$ cat src/rtl/key_matrix_emu.sv
// -----------------------------------------------------------------------------
// key_matrix_emu
//
// Keypad end of a 4x4 row/column scan interface. A host requests a key press by
// code; the block then plays a press / hold / release sequence and answers the
// scanner's active-low column drive on the active-low row lines, exactly as a
// physical switch at (krow, kcol) would.
//
// Optional feature (macro KEY_EMU_BOUNCE_EN):
//   defined   - press and release are each preceded by a bounce window in which
//               the contact chatters from a 16-bit LFSR.
//   undefined - no bounce states, no LFSR; the contact closes on the accept
//               edge, stays closed for HOLD_CYCLES, then opens.
//
// Parameters:
//   HOLD_CYCLES    stable-contact duration in clk cycles (1..2^26)
//   BOUNCE_CYCLES  length of each bounce window in clk cycles (1..2^26)
//   BOUNCE_STEP    clk cycles between contact changes while bouncing
//
// Ports:
//   clk        system clock
//   rst        synchronous reset, active-low
//   key_col_i  column drive from the scanner, active-low (0 = selected)
//   key_row_o  row lines to the scanner, active-low, idle 4'b1111
//   press_req  press request strobe, honoured only while idle
//   press_key  key code {row[1:0], col[1:0]}, captured with press_req
//   busy       high while a sequence is in progress (state != IDLE)
//   done       one-cycle pulse at the end of a sequence
//   contact    current emulated switch contact (1 = closed)
// -----------------------------------------------------------------------------
module key_matrix_emu #(
  parameter int unsigned HOLD_CYCLES   = 2_500_000,
  parameter int unsigned BOUNCE_CYCLES = 250_000,
  parameter int unsigned BOUNCE_STEP   = 1000
) (
  input  logic       clk,
  input  logic       rst,
  input  logic [3:0] key_col_i,
  output logic [3:0] key_row_o,
  input  logic       press_req,
  input  logic [3:0] press_key,
  output logic       busy,
  output logic       done,
  output logic       contact
);

  if (HOLD_CYCLES < 1 || HOLD_CYCLES > (1 << 26) ||
      BOUNCE_CYCLES < 1 || BOUNCE_CYCLES > (1 << 26) ||
      BOUNCE_STEP < 1 || BOUNCE_STEP > BOUNCE_CYCLES) begin : g_param_check
    $error("key_matrix_emu: timing parameter out of range");
  end

  typedef enum logic [2:0] {
    S_IDLE,
    S_BOUNCE_P,
    S_HOLD,
    S_BOUNCE_R,
    S_DONE
  } state_t;

  // A state exits on the edge where the counter reaches limit-1.
  localparam logic [25:0] HOLD_LIM = 26'(HOLD_CYCLES - 1);

  state_t      state;
  logic [25:0] cnt;
  logic [1:0]  krow;
  logic [1:0]  kcol;
  logic [3:0]  row_next;

`ifdef KEY_EMU_BOUNCE_EN
  localparam logic [25:0] BOUNCE_LIM = 26'(BOUNCE_CYCLES - 1);
  localparam logic [25:0] STEP_LIM   = 26'(BOUNCE_STEP - 1);

  logic [15:0] lfsr;
  logic [15:0] lfsr_next;
  logic [25:0] step_cnt;

  // Fibonacci LFSR, x^16 + x^14 + x^13 + x^11 + 1, shifting toward bit 0.
  assign lfsr_next = {lfsr[0] ^ lfsr[2] ^ lfsr[3] ^ lfsr[5], lfsr[15:1]};
`endif

  // The switch connects row krow to column kcol: the row is pulled low only
  // while the contact is closed and the scanner drives that column low.
  always_comb begin
    // NOTE: default first so every path assigns row_next; otherwise a latch is inferred.
    row_next = 4'b1111;
    if (contact && !key_col_i[kcol]) row_next[krow] = 1'b0;
  end

  // NOTE: reset is sampled on the clock edge only; rst is not in the sensitivity list.
  always_ff @(posedge clk) begin
    if (!rst) begin
      state     <= S_IDLE;
      cnt       <= '0;
      krow      <= '0;
      kcol      <= '0;
      key_row_o <= 4'b1111;
      busy      <= 1'b0;
      done      <= 1'b0;
      contact   <= 1'b0;
`ifdef KEY_EMU_BOUNCE_EN
      lfsr      <= 16'hACE1;
      step_cnt  <= '0;
`endif
    end else begin
      // NOTE: non-blocking everywhere here, so every register sees pre-edge values.
      key_row_o <= row_next;
      done      <= 1'b0;
      cnt       <= cnt + 26'd1;

      case (state)
        S_IDLE: begin
          cnt <= '0;
          if (press_req) begin
            krow    <= press_key[3:2];
            kcol    <= press_key[1:0];
            contact <= 1'b1;
            busy    <= 1'b1;
`ifdef KEY_EMU_BOUNCE_EN
            state    <= S_BOUNCE_P;
            step_cnt <= '0;
`else
            state    <= S_HOLD;
`endif
          end
        end

`ifdef KEY_EMU_BOUNCE_EN
        // Both bounce windows share timing; only the exit target and the
        // settled contact value differ. The exit edge takes precedence over
        // a coinciding bounce step.
        S_BOUNCE_P, S_BOUNCE_R: begin
          if (cnt == BOUNCE_LIM) begin
            cnt      <= '0;
            step_cnt <= '0;
            if (state == S_BOUNCE_P) begin
              state   <= S_HOLD;
              contact <= 1'b1;
            end else begin
              state   <= S_DONE;
              contact <= 1'b0;
              done    <= 1'b1;
            end
          end else if (step_cnt == STEP_LIM) begin
            step_cnt <= '0;
            lfsr     <= lfsr_next;
            contact  <= lfsr_next[0];
          end else begin
            step_cnt <= step_cnt + 26'd1;
          end
        end
`endif

        S_HOLD: begin
          if (cnt == HOLD_LIM) begin
            cnt     <= '0;
            contact <= 1'b0;
`ifdef KEY_EMU_BOUNCE_EN
            state    <= S_BOUNCE_R;
            step_cnt <= '0;
`else
            state    <= S_DONE;
            done     <= 1'b1;
`endif
          end
        end

        S_DONE: begin
          cnt   <= '0;
          state <= S_IDLE;
          busy  <= 1'b0;
        end

        default: begin
          cnt     <= '0;
          state   <= S_IDLE;
          busy    <= 1'b0;
          contact <= 1'b0;
        end
      endcase
    end
  end

endmodule

$ cat config.mk
export PLATFORM = sky130hd
export DESIGN_NAME = key_matrix_emu
export DESIGN_NICKNAME = d
export VERILOG_FILES = /design/src/rtl/key_matrix_emu.sv
export SDC_FILE = /design/constraint.sdc
export NUM_CORES = 1
export LEC_CHECK = 0
export CAP_MARGIN = 30
export CORE_MARGIN = 2
export CORE_UTILIZATION = 61
export DETAILED_ROUTE_END_ITERATION = 6
export DONT_BUFFER_PORTS = 1
export MAX_ROUTING_LAYER = met4
export PLACE_DENSITY = 0.84
export SYNTH_ARGS = -nofsm -noshare
export SYNTH_HDL_FRONTEND = slang
export SYNTH_SLANG_ARGS = --single-unit
$ cat constraint.sdc
create_clock -name clk -period 2.9 [get_ports clk]
set_clock_uncertainty 0.1 [all_clocks]
set_input_delay 0.87 -clock clk [delete_from_list [all_inputs] [get_ports clk]]
set_output_delay 0.87 -clock clk [all_outputs]
set_load 0.02 [all_outputs]
## After elaboration in Yosys (flattened, before gate mapping)

Cells that the tools add are included.
Widths: inputs -> output; s select.

- Register bits after elaboration: 40
- Memories: 0
- RAM bits: 0
- Input port bits: 11
- Word-level logic and storage cells: 44
- Bits in read-only memories: 0
- Bits in latches: 0

- Bitwise logic cells: 4
- Div/mod/pow operators: 0
- Multiplexer cells: 12
- Reductions and logical operators: 11
- Order comparisons: 3
- Add/subtract/negate cells: 1
- Equal/unequal tests: 5
- Shift operators: 0
- Multiply operators: 0

Operators by type and width:

| kind | number |
|---|---|
| $add 26x1->26 const B | 1 |
| $eq 26x22->1 const B | 1 |
| $reduce_and 2->1 | 5 |
| $lt 2x3->1 const B | 2 |
| $mux 3 | 2 |
| $pmux 3 s2 | 1 |
| $mux 1 | 5 |
| $ne 2x2->1 const B | 2 |
| $not 4->4 | 1 |
| $eq 3x2->1 const B | 1 |
| $eq 3x3->1 const B | 1 |
| $logic_not 3->1 | 1 |
| $not 1->1 | 3 |
| $pmux 1 s3 | 1 |
| $reduce_and 3->1 | 1 |
| $reduce_or 3->1 | 1 |
| $bmux 1 s2 | 1 |
| $demux 1 s2 | 1 |
| $ge 2x1->1 const B | 1 |
| $logic_and 1x1->1 | 2 |
| $pmux 1 s2 | 1 |
| $logic_not 1->1 | 1 |

## Logic depth before layout (Yosys ltp)

Gate-level depths: netlist of the first run.

- Depth in word-level cells: 5
- Depth in mapped cells: 6

## Least setup slack after synthesis of the first run

Ideal clock, no wire load.

- Path kind: register -> register
- From: register cnt[16]
- To: register cnt[19]
- Library setup time: 125 ps
- Data arrival time: 1886 ps
- Path buffers: 1
- Setup slack: 789 ps
- Stages on the path, launching flop included: 6
- Data required time: 2675 ps
- Path through: dfxtp_1 or4b_1 or4_4 o31ai_4 buf_6 a21oi_1

- Cells in the longest elaborated chain, start to end: 2
- Elaborated cells on any way between the ends: 3
- Those cells by class: add/sub (1); eq/ne (1); reduce/logical (1)

Ends and longest elaborated chain:

| element | RTL line | source |
|---|---|---|
| start: declaration | 65 | `logic [25:0] cnt;` |
| start signal: assignment | 109 | `cnt <= cnt + 26'd1;` |
| branches (longest 2 deep; another with $add 26x1->26) | n/a |  |

Parallel ways; which one is timed is not known.
A chain may end at the register's enable or synchronous reset.

## Worst setup path in the final report of the first run

- From: register cnt[5]
- To: register cnt[23]

Same word-level chain as after synthesis.

==> results of run 1 <==
-- power groups by stage --
stage	clock network (mW)	logic, mW	registers (mW)
2_1_floorplan	0	0.0343	0.568
3_3_place_gp	0	0.0363	0.569
3_5_place_dp	0	0.0375	0.570
4_1_cts	0.368	0.0380	0.558
5_1_grt	0.393	0.0423	0.560
6_report	0.362	0.0378	0.558
-- cell usage after synthesis (2+ instances only) --
master | n | area, um2
buf_6 | 2 | 22.5
or4_1 | 6 | 45.0
o31ai_1 | 5 | 37.5
nor2b_1 | 4 | 25.0
and3_1 | 2 | 12.5
nand4_1 | 5 | 31.3
mux2i_1 | 4 | 40.0
o21ai_0 | 8 | 40.0
xnor2_1 | 8 | 70.1
or3_1 | 8 | 50.1
xor2_1 | 4 | 35.0
nand3_1 | 9 | 45.0
nor4_1 | 4 | 25.0
nor4b_1 | 2 | 17.5
and2_1 | 2 | 12.5
nand2_1 | 14 | 52.6
nor2_1 | 16 | 60.1
and4_1 | 2 | 17.5
or4_4 | 2 | 22.5
dfxtp_1 | 39 | 781
a21oi_1 | 13 | 65.1
nor3_1 | 4 | 20.0
clkbuf_1 | 2 | 7.51
inv_1 | 8 | 30.0
-- layer usage --
layer | wire length [um] | global-route usage | up-vias
met5 | 0 | - | -
met4 | 51 | 0.0864 | 0
met3 | 137 | 0.0622 | 6
met2 | 1550 | 0.360 | 24
met1 | 1360 | 0.249 | 601
li1 | - | - | 672
-- how the worst max path moves through the flow --
stage / slack [ps] / end / startpoint / depth (start not counted)
after floorplan: 790 / cnt[19] / cnt[16] / 5
after global placement: 730 / cnt[24] / cnt[16] / 5
after detailed placement: 660 / cnt[23] / cnt[5] / 4
after CTS: 620 / cnt[23] / cnt[5] / 4
after global routing: 530 / cnt[22] / cnt[0] / 5
final: 640 / cnt[23] / cnt[5] / 4
-- flip-flops by register name (all words and copies together) (netlist names) --
| name | count |
|---|---|
| contact | 1 |
| krow | 2 |
| key_row_o | 4 |
| busy | 1 |
| done | 1 |
| kcol | 2 |
| cnt | 26 |
| state | 2 |
-- kinds of logic after synthesis --
family | Yosys count | share of synthesized area
and+or+nand+nor | 87 | 0.290
DFF | 39 | 0.458
AOI/OAI and AO/OA | 29 | 0.107
buffers and inverters | 13 | 0.0382
xor gates and xnor gates | 12 | 0.0617
muxes | 5 | 0.0367
adders and majority gates | 1 | 0.00735
-- cell type report --
type	instances	area (um2)	share of cell area
Timing Repair Buffer	2	15.0	0.00833
Multi-Input combinational cell	134	857	0.475
Clock inverter	3	43.8	0.0243
Inverter	8	30.0	0.0167
Sequential cell	39	781	0.433
Tap cell	31	38.8	0.0215
Clock buffer	5	37.5	0.0208
-- per-stage QoR --
stage / worst slack [ps] / cell area, um2 / util
after detailed placement: 662 / 1720 / 0.635
after global routing: 531 / 1800 / 0.665
final: 641 / 1800 / 0.665
after CTS: 625 / 1800 / 0.665
after floorplan: 789 / 1700 / -
after global placement: 732 / 1720 / 0.635
-- critical path: cells and delay by family, from the launching register on --
| family | cells | cell delay (ps) |
|---|---|---|
| AND/OR/NAND/NOR | 3 | 1450 |
| flip-flops | 1 | 480 |
| AO/OA/AOI/OAI | 1 | 180 |
==> results.md, run 1 <==
- VDD IR max: 0.000483 V
- Number of max-slew violations in the final report: 0
- Share of power burned in the clock network: 0.378
- Switching power summed over all nets: 0.213 mW
- Sort of element at the end of the critical path: flop
- Num CTS Buffers: 5
- Setup TNS: 0 ps
- Clock-pin slew on the worst setup and hold paths: 120 ps
- Layout cell share with drive strength beyond 1: 0.0942
- Wirelength per Cell: 14.0 um
- Final hold viol count: 0
- Net Count, Synth: 198
- Synth warnings: 0
- Die X: 56.8 um
- Transition time at the pin with the least slew margin: 303 ps
- Detailed router's first-iteration violation count: 48
- Buffers from clock root to sink, at most: 2
- Standby leakage power: 0.544 nW
- Die Area: 0.00323 mm2
- Run status: completed
- Synth-to-Final Area Change: 5.88%
- Depth of the worst register-to-register path: 4
- Cell Area, Synth: 0.00170 mm2
- Post-synthesis cell type count: 37
- Internal power: 0.745 mW
- Number of vias after detailed routing: 1303
- Hold Slack: 343 ps
- Nets: 202
- Hold Path End: key_row_o[2]
- Number of antenna repair diodes: 0
- Post-detail-place hpwl: 2240 um
- Fraction of synthesis flops using an asynchronous set or reset pin: 0
- Maximum fanout along the worst path: 15
- Overall routed net length: 3100 um
- Top FF cell, synth: dfxtp_1
- Rows: 19
- Peak Freq: 0.443 GHz
- Core area: 0.00271 mm2
- Hold crit path type: flop to flop
- FF+latch count, synth: 39
- Boundary pin count: 18
- Commonest non-fill, non-tap cell in the layout: dfxtp_1
- Via count of the first global-routing pass: 1275
- Slowest cell delay on critical path: 660 ps
- Htree depth: 2
- Ratio of total power to cell area: 531 mW/mm2
- Power share of the combinational group: 0.039
- Worst setup path class: flop to flop
- Instance count of the mapped netlist: 186
- Critical R2R Capture: cnt[23]
- EDFF count, synth: 0
- Die H: 56.8 um
- Final Cycle Share: 0.779
- Number of buffers inserted to repair setup after CTS: 0
- # clock sinks: 39
- Antenna-violating nets left: 0
- Filler-free cell count of the finished design: 222
- Source-to-sink clock delay at the later pin of the worst-skew pair: 350 ps
- Pin count of the biggest net entering global routing: 16
- Global-route wire length before repair: 5310 um
- Sequential share of the synthesized area: 0.458
- Final routed DRC violation total: 0
- Worst-case headroom to the max-slew limit: 0.795
- Number of max-cap violations: 0
- Time the final worst path needs with I/O delays and setup: 2260 ps
- Initial antenna violation count: 0
- Worst hold start: krow[1]
- Launching element type of the critical path: flop
- Critical path data arrival time: 2450 ps
- Power after layout: 0.957 mW
- Proportion of total power due to net switching: 0.222
- Start of the worst register-to-register path: cnt[5]
- Sequential fraction of design power: 0.583
- Cell with the largest stage delay on the worst path: or4_4
- Resize count post-CTS: 0
- Overall overflow remaining after global route: 0
- Critical path cell sequence: nand4_2, or4_4, or4_1, a21oi_1
- Fill count: 221
- Most frequent cells in the layout: dfxtp_1, nor2_1, nand2_1, a21oi_1, nand3_1
- Post-synthesis average cell area: 9.16 um2
- Starting density of the core: 0.628
- TritonCTS clock tree: built
- Clock Root Buffer: clkbuf_4
- WP data required: 3090 ps
- Register-to-Register Setup Slack: 640 ps
- Worst Hold Path Cells: 1
- Number of placed instances, taps included: 214
- Cts hold-fix bufs: 0
- Setup repair after global routing missed its margin: no
- TritonRoute pass-1 iters: 4
- Final estimated routing congestion in global placement: 0.840
- Mean number of vias per cell: 5.87
- Global-route usage over all layers: 0.218
- Final setup violating endpoints: 0
- Number of buffer cells added on primary ports: 0
Note: power is estimated with default switching activity, not from simulation.
==> inputs of run 2 (changes only) <==
Settings changed: CORE_UTILIZATION 61 to 55, PLACE_DENSITY 0.84 to 0.8.
Clock period 2.9 ns to 1.9 ns, I/O delays scaled along.
==> run 2 against run 1 <==
The flow now finishes with violations (setup timing). Clock power up 56%. Via count up 17%. Global-route usage up 3.2 points. Largest cell class unchanged.
==> results.md, run 2 (synthesis results as in run 1) <==
- Maximum fanout along the worst path: 4
- TritonCTS clock tree: built
- Most frequent cells in the layout: buf_4, dfxtp_1, nand2_1, a21oi_1, nand3_1
- Critical path data arrival time: 2290 ps
- Die H: 59.6 um
- Starting density of the core: 0.567
- Overall routed net length: 3940 um
- Peak Freq: 0.471 GHz
- Initial antenna violation count: 0
- Number of buffer cells added on primary ports: 0
- Antenna-violating nets left: 0
- Synth-to-Final Area Change: 27.8%
- Worst hold start: rst
- Wirelength per Cell: 15.2 um
- Boundary pin count: 18
- Run status: finished with violations
- Overall overflow remaining after global route: 0
- Number of antenna repair diodes: 0
- Failing checks: setup timing
- Clock-pin slew on the worst setup and hold paths: 120 ps
- Launch point of the critical path: cnt[14]
- Global-route wire length before repair: 6390 um
- WP data required: 2060 ps
- Buffers from clock root to sink, at most: 2
- Launching element type of the critical path: flop
- Worst setup path class: flop to flop
- Clock Root Buffer: clkbuf_4
- Hold crit path type: primary input to flop
- Final hold viol count: 0
- Post-detail-place hpwl: 2850 um
- Crit path max-delay family: simple AND/OR/NAND/NOR gates
- Number of max-slew violations in the final report: 0
- Buffering stage count on the worst path with inverters included: 1
- Transition time at the pin with the least slew margin: 359 ps
- Cell with the largest stage delay on the worst path: or4b_4
- Htree depth: 2
- Final estimated routing congestion in global placement: 0.819
- Die X: 59.6 um
- Num CTS Buffers: 5
- Layout cell share with drive strength beyond 1: 0.341
- Final cell area excluding filler cells: 0.00218 mm2
- Final routed DRC violation total: 0
- TritonRoute pass-1 iters: 4
- Biggest registers after layout: cnt (26), key_row_o (4)
- Commonest non-fill, non-tap cell in the layout: buf_4
- Register name with the most flops: cnt
- Source-to-sink clock delay at the later pin of the worst-skew pair: 360 ps
- Slowest cell delay on critical path: 530 ps
- Die Area: 0.00356 mm2
- Ratio of total power to cell area: 693 mW/mm2
- Number of max-cap violations: 0
- Number of vias after detailed routing: 1524
- Rows: 20
- Time the final worst path needs with I/O delays and setup: 2120 ps
- Max reg flops: 26
- # clock sinks: 39
- PnR worst setup slack: -224 ps
- Worst-case headroom to the max-slew limit: 0.757
- Nets: 237
- Via count of the first global-routing pass: 1479
- Fin util: 0.725
- Setup TNS: -5190 ps
- Start of the worst register-to-register path: cnt[14]
- Global-route usage over all layers: 0.250
- Critical path cell sequence: or4b_4, or4_4, o31ai_4, buf_4, o21ba_2
- Cts hold-fix bufs: 0
- VDD IR max: 0.000460 V
- Setup repair after global routing missed its margin: yes
- Core area: 0.00300 mm2
- Mean number of vias per cell: 5.88
- Detailed router's first-iteration violation count: 48
- Final setup violating endpoints: 30
- Hold Slack: 229 ps
- Pin count of the biggest net entering global routing: 14
- Standby leakage power: 0.737 nW
- Final Cycle Share: 1.12
- Sort of element at the end of the critical path: flop
- Cell Area, Placed: 0.00196 mm2
## run 2: worst paths after layout
kind / endpoint / slack (ps) / cells past startpoint
hold / removal: state[1] / 230 / 2
hold reg to reg: busy / 330 / 1
setup / recovery: cnt[24] / -220 / 5
setup reg to reg: cnt[24] / -220 / 5
## run 2: stage by stage
step	std cells	worst slack [ps]	power [mW]
finish	259	-224	1.51
global route	259	-263	1.57
CTS	258	-173	1.50
detailed placement	247	-201	0.938
global placement	247	-142	0.932
floorplan	186	-172	0.920
## run 2: report_power, final
group          total (mW)  switching [mW]  leakage (nW)  internal, mW
clock               0.565           0.288        0.0452         0.277
combinational      0.0912          0.0445         0.373        0.0467
sequential          0.851          0.0179         0.319         0.834
total                1.51           0.351         0.737          1.16
## run 2: final cells by class
type / count / area, um2
clock buffers: 5 / 37.5
clock inverters: 3 / 43.8
fillers: 236 / 827
inverters: 8 / 30.0
multi-input cells: 134 / 933
flip-flops and latches: 39 / 790
well taps: 33 / 41.3
repair buffers: 37 / 300
## run 2: metal layers
metal  global-route usage  part of all wire  vias to the layer above
li1                     -                 -                      751
met1                0.269              0.42                      736
met2                0.424              0.53                       26
met3               0.0655             0.026                       11
met4                0.121             0.031                        0
met5                    -                 0                        -
## run 2: repair_timing
item	in CTS	in global routing
cloned	1	0
setup endpoints to repair	30	30
pin swaps	2	4
setup buffers	3	1
gates resized for setup	11	21
==> inputs of run 3 (changes only) <==
Clock period 1.9 ns to 1.8 ns, I/O delays scaled along.
==> run 3 against run 2 <==
The run still ends with setup timing left. Design area is 1.1% higher. Setup slack got worse by 86 ps. Clock power fell by 20%. Critical path type unchanged.
==> results.md, run 3 (synthesis results as in run 1) <==
- Run status: finished with violations
- Failing checks: setup timing
- Most frequent cells in the layout: buf_4, dfxtp_1, nand2_1, nor2_1, a21oi_1
- Fill count: 213
- Global-route wire length before repair: 6200 um
- Biggest registers after layout: cnt (26), key_row_o (4)
- Critical R2R Capture: cnt[6]
- Antenna-violating nets left: 0
- Die X: 59.6 um
- Global-route usage over all layers: 0.243
- Final hold viol count: 0
- Standby leakage power: 0.776 nW
- Final routed DRC violation total: 0
- Die H: 59.6 um
- Final setup violating endpoints: 30
- Htree depth: 2
- Number of max-slew violations in the final report: 0
- Cts hold-fix bufs: 0
- Hold Slack: 186 ps
- Worst setup path class: flop to flop
- Die Area: 0.00356 mm2
- Detailed router's first-iteration violation count: 61
- Number of max-cap violations: 0
- Transition time at the pin with the least slew margin: 370 ps
- Hold Path End: state[1]
- Number of antenna repair diodes: 0
- Internal power: 1.07 mW
- Synth-to-Final Area Change: 29.2%
- Wirelength per Cell: 15.1 um
- VDD IR max: 0.000502 V
- # clock sinks: 39
- Worst-case headroom to the max-slew limit: 0.750
- TritonRoute pass-1 iters: 5
- Initial antenna violation count: 0
- Pin count of the biggest net entering global routing: 14
- Setup repair after global routing missed its margin: yes
- Overall overflow remaining after global route: 0
- Switching power summed over all nets: 0.361 mW
- Number of placed instances, taps included: 256
- Launching element type of the critical path: flop
- Overall routed net length: 4050 um
- Post-detail-place hpwl: 2660 um
- Power share of the combinational group: 0.059
- Sequential fraction of design power: 0.627
- Critical path data arrival time: 2260 ps
- Mean number of vias per cell: 5.82
- Clock Root Buffer: clkbuf_4
- Minimum setup slack after placement: -282 ps
- Number of vias after detailed routing: 1566
- TritonCTS clock tree: built
- Proportion of total power due to net switching: 0.252
- Hold crit path type: primary input to flop
- Final estimated routing congestion in global placement: 0.830
- Cell Area, Placed: 0.00203 mm2
- Commonest non-fill, non-tap cell in the layout: buf_4
- Start of the worst register-to-register path: cnt[14]
- Sort of element at the end of the critical path: flop
- Time the final worst path needs with I/O delays and setup: 2110 ps
- PnR worst setup slack: -310 ps
- Register-to-Register Setup Slack: -310 ps
- Ratio of total power to cell area: 652 mW/mm2
- Layout cell share with drive strength beyond 1: 0.343
- Via count of the first global-routing pass: 1426
- Boundary pin count: 18
- Nets: 247
- Rows: 20
- Worst Hold Path Cells: 2
- Filler-free cell count of the finished design: 269
- Depth of the worst register-to-register path: 6
- Buffers from clock root to sink, at most: 2
- Number of buffer cells added on primary ports: 0
- Source-to-sink clock delay at the later pin of the worst-skew pair: 350 ps
- Final cell area excluding filler cells: 0.00220 mm2
- WP data required: 1950 ps
- Maximum fanout along the worst path: 5
- Peak Freq: 0.474 GHz
- Max reg flops: 26
- Final Cycle Share: 1.17
- Starting density of the core: 0.567
- Num CTS Buffers: 5
- Register name with the most flops: cnt
- Worst hold start: rst
- Share of power burned in the clock network: 0.314
- Clock-pin slew on the worst setup and hold paths: 120 ps
- Core area: 0.00300 mm2
==> run 3: area by class of cell <==
| class | instances | area (um2) | share of cell area |
|---|---|---|---|
| inverter | 8 | 30.0 | 0.0137 |
| timing repair buffer | 47 | 364 | 0.166 |
| clock buffer | 5 | 37.5 | 0.0171 |
| clock inverter | 3 | 20.0 | 0.00910 |
| multi-input combinational | 134 | 918 | 0.418 |
| tap | 33 | 41.3 | 0.0188 |
| sequential | 39 | 788 | 0.358 |
==> run 3: critical path, stage by stage (launching register included) <==
cell	delay, ps
dfxtp_2	340
or4b_4	530
or4_4	450
o31ai_4	250
buf_6	160
buf_4	130
nor2_1	50
==> run 3: worst max-delay path by stage <==
stage | start | end | cells past startpoint
6_report | cnt[14] | cnt[6] | 6
5_1_grt | cnt[14] | cnt[6] | 6
4_1_cts | cnt[14] | cnt[5] | 6
3_5_place_dp | cnt[14] | cnt[24] | 5
3_3_place_gp | cnt[14] | cnt[24] | 5
2_1_floorplan | cnt[14] | cnt[19] | 5
==> run 3: power by group through the flow <==
stage / sequential, mW / clock, mW / combinational [mW]
finish: 0.898 / 0.450 / 0.0849
global route: 0.902 / 0.499 / 0.0921
CTS: 0.898 / 0.456 / 0.0791
detailed placement: 0.917 / 0 / 0.0708
global placement: 0.916 / 0 / 0.0681
floorplan: 0.916 / 0 / 0.0554
==> run 3: what timing repair did <==
action / CTS / global route
pin swaps: 3 / 5
gates cloned: 1 / 0
setup buffers: 3 / 2
resized for setup: 12 / 11
setup endpoints to repair: 30 / 30
==> run 3: metrics by stage <==
step,total power [mW],util,TNS (ps)
floorplan,0.971,-,-6340
global placement,0.984,0.677,-5480
detailed placement,0.988,0.677,-6790
CTS,1.43,0.716,-6590
global route,1.49,0.733,-9700
finish,1.43,0.733,-8020
==> run 3: metal layers <==
metal,vias up,global-route usage,share of wire
li1,767,-,-
met1,738,0.281,0.41
met2,50,0.398,0.52
met3,11,0.0808,0.045
met4,0,0.0730,0.022
met5,-,-,0
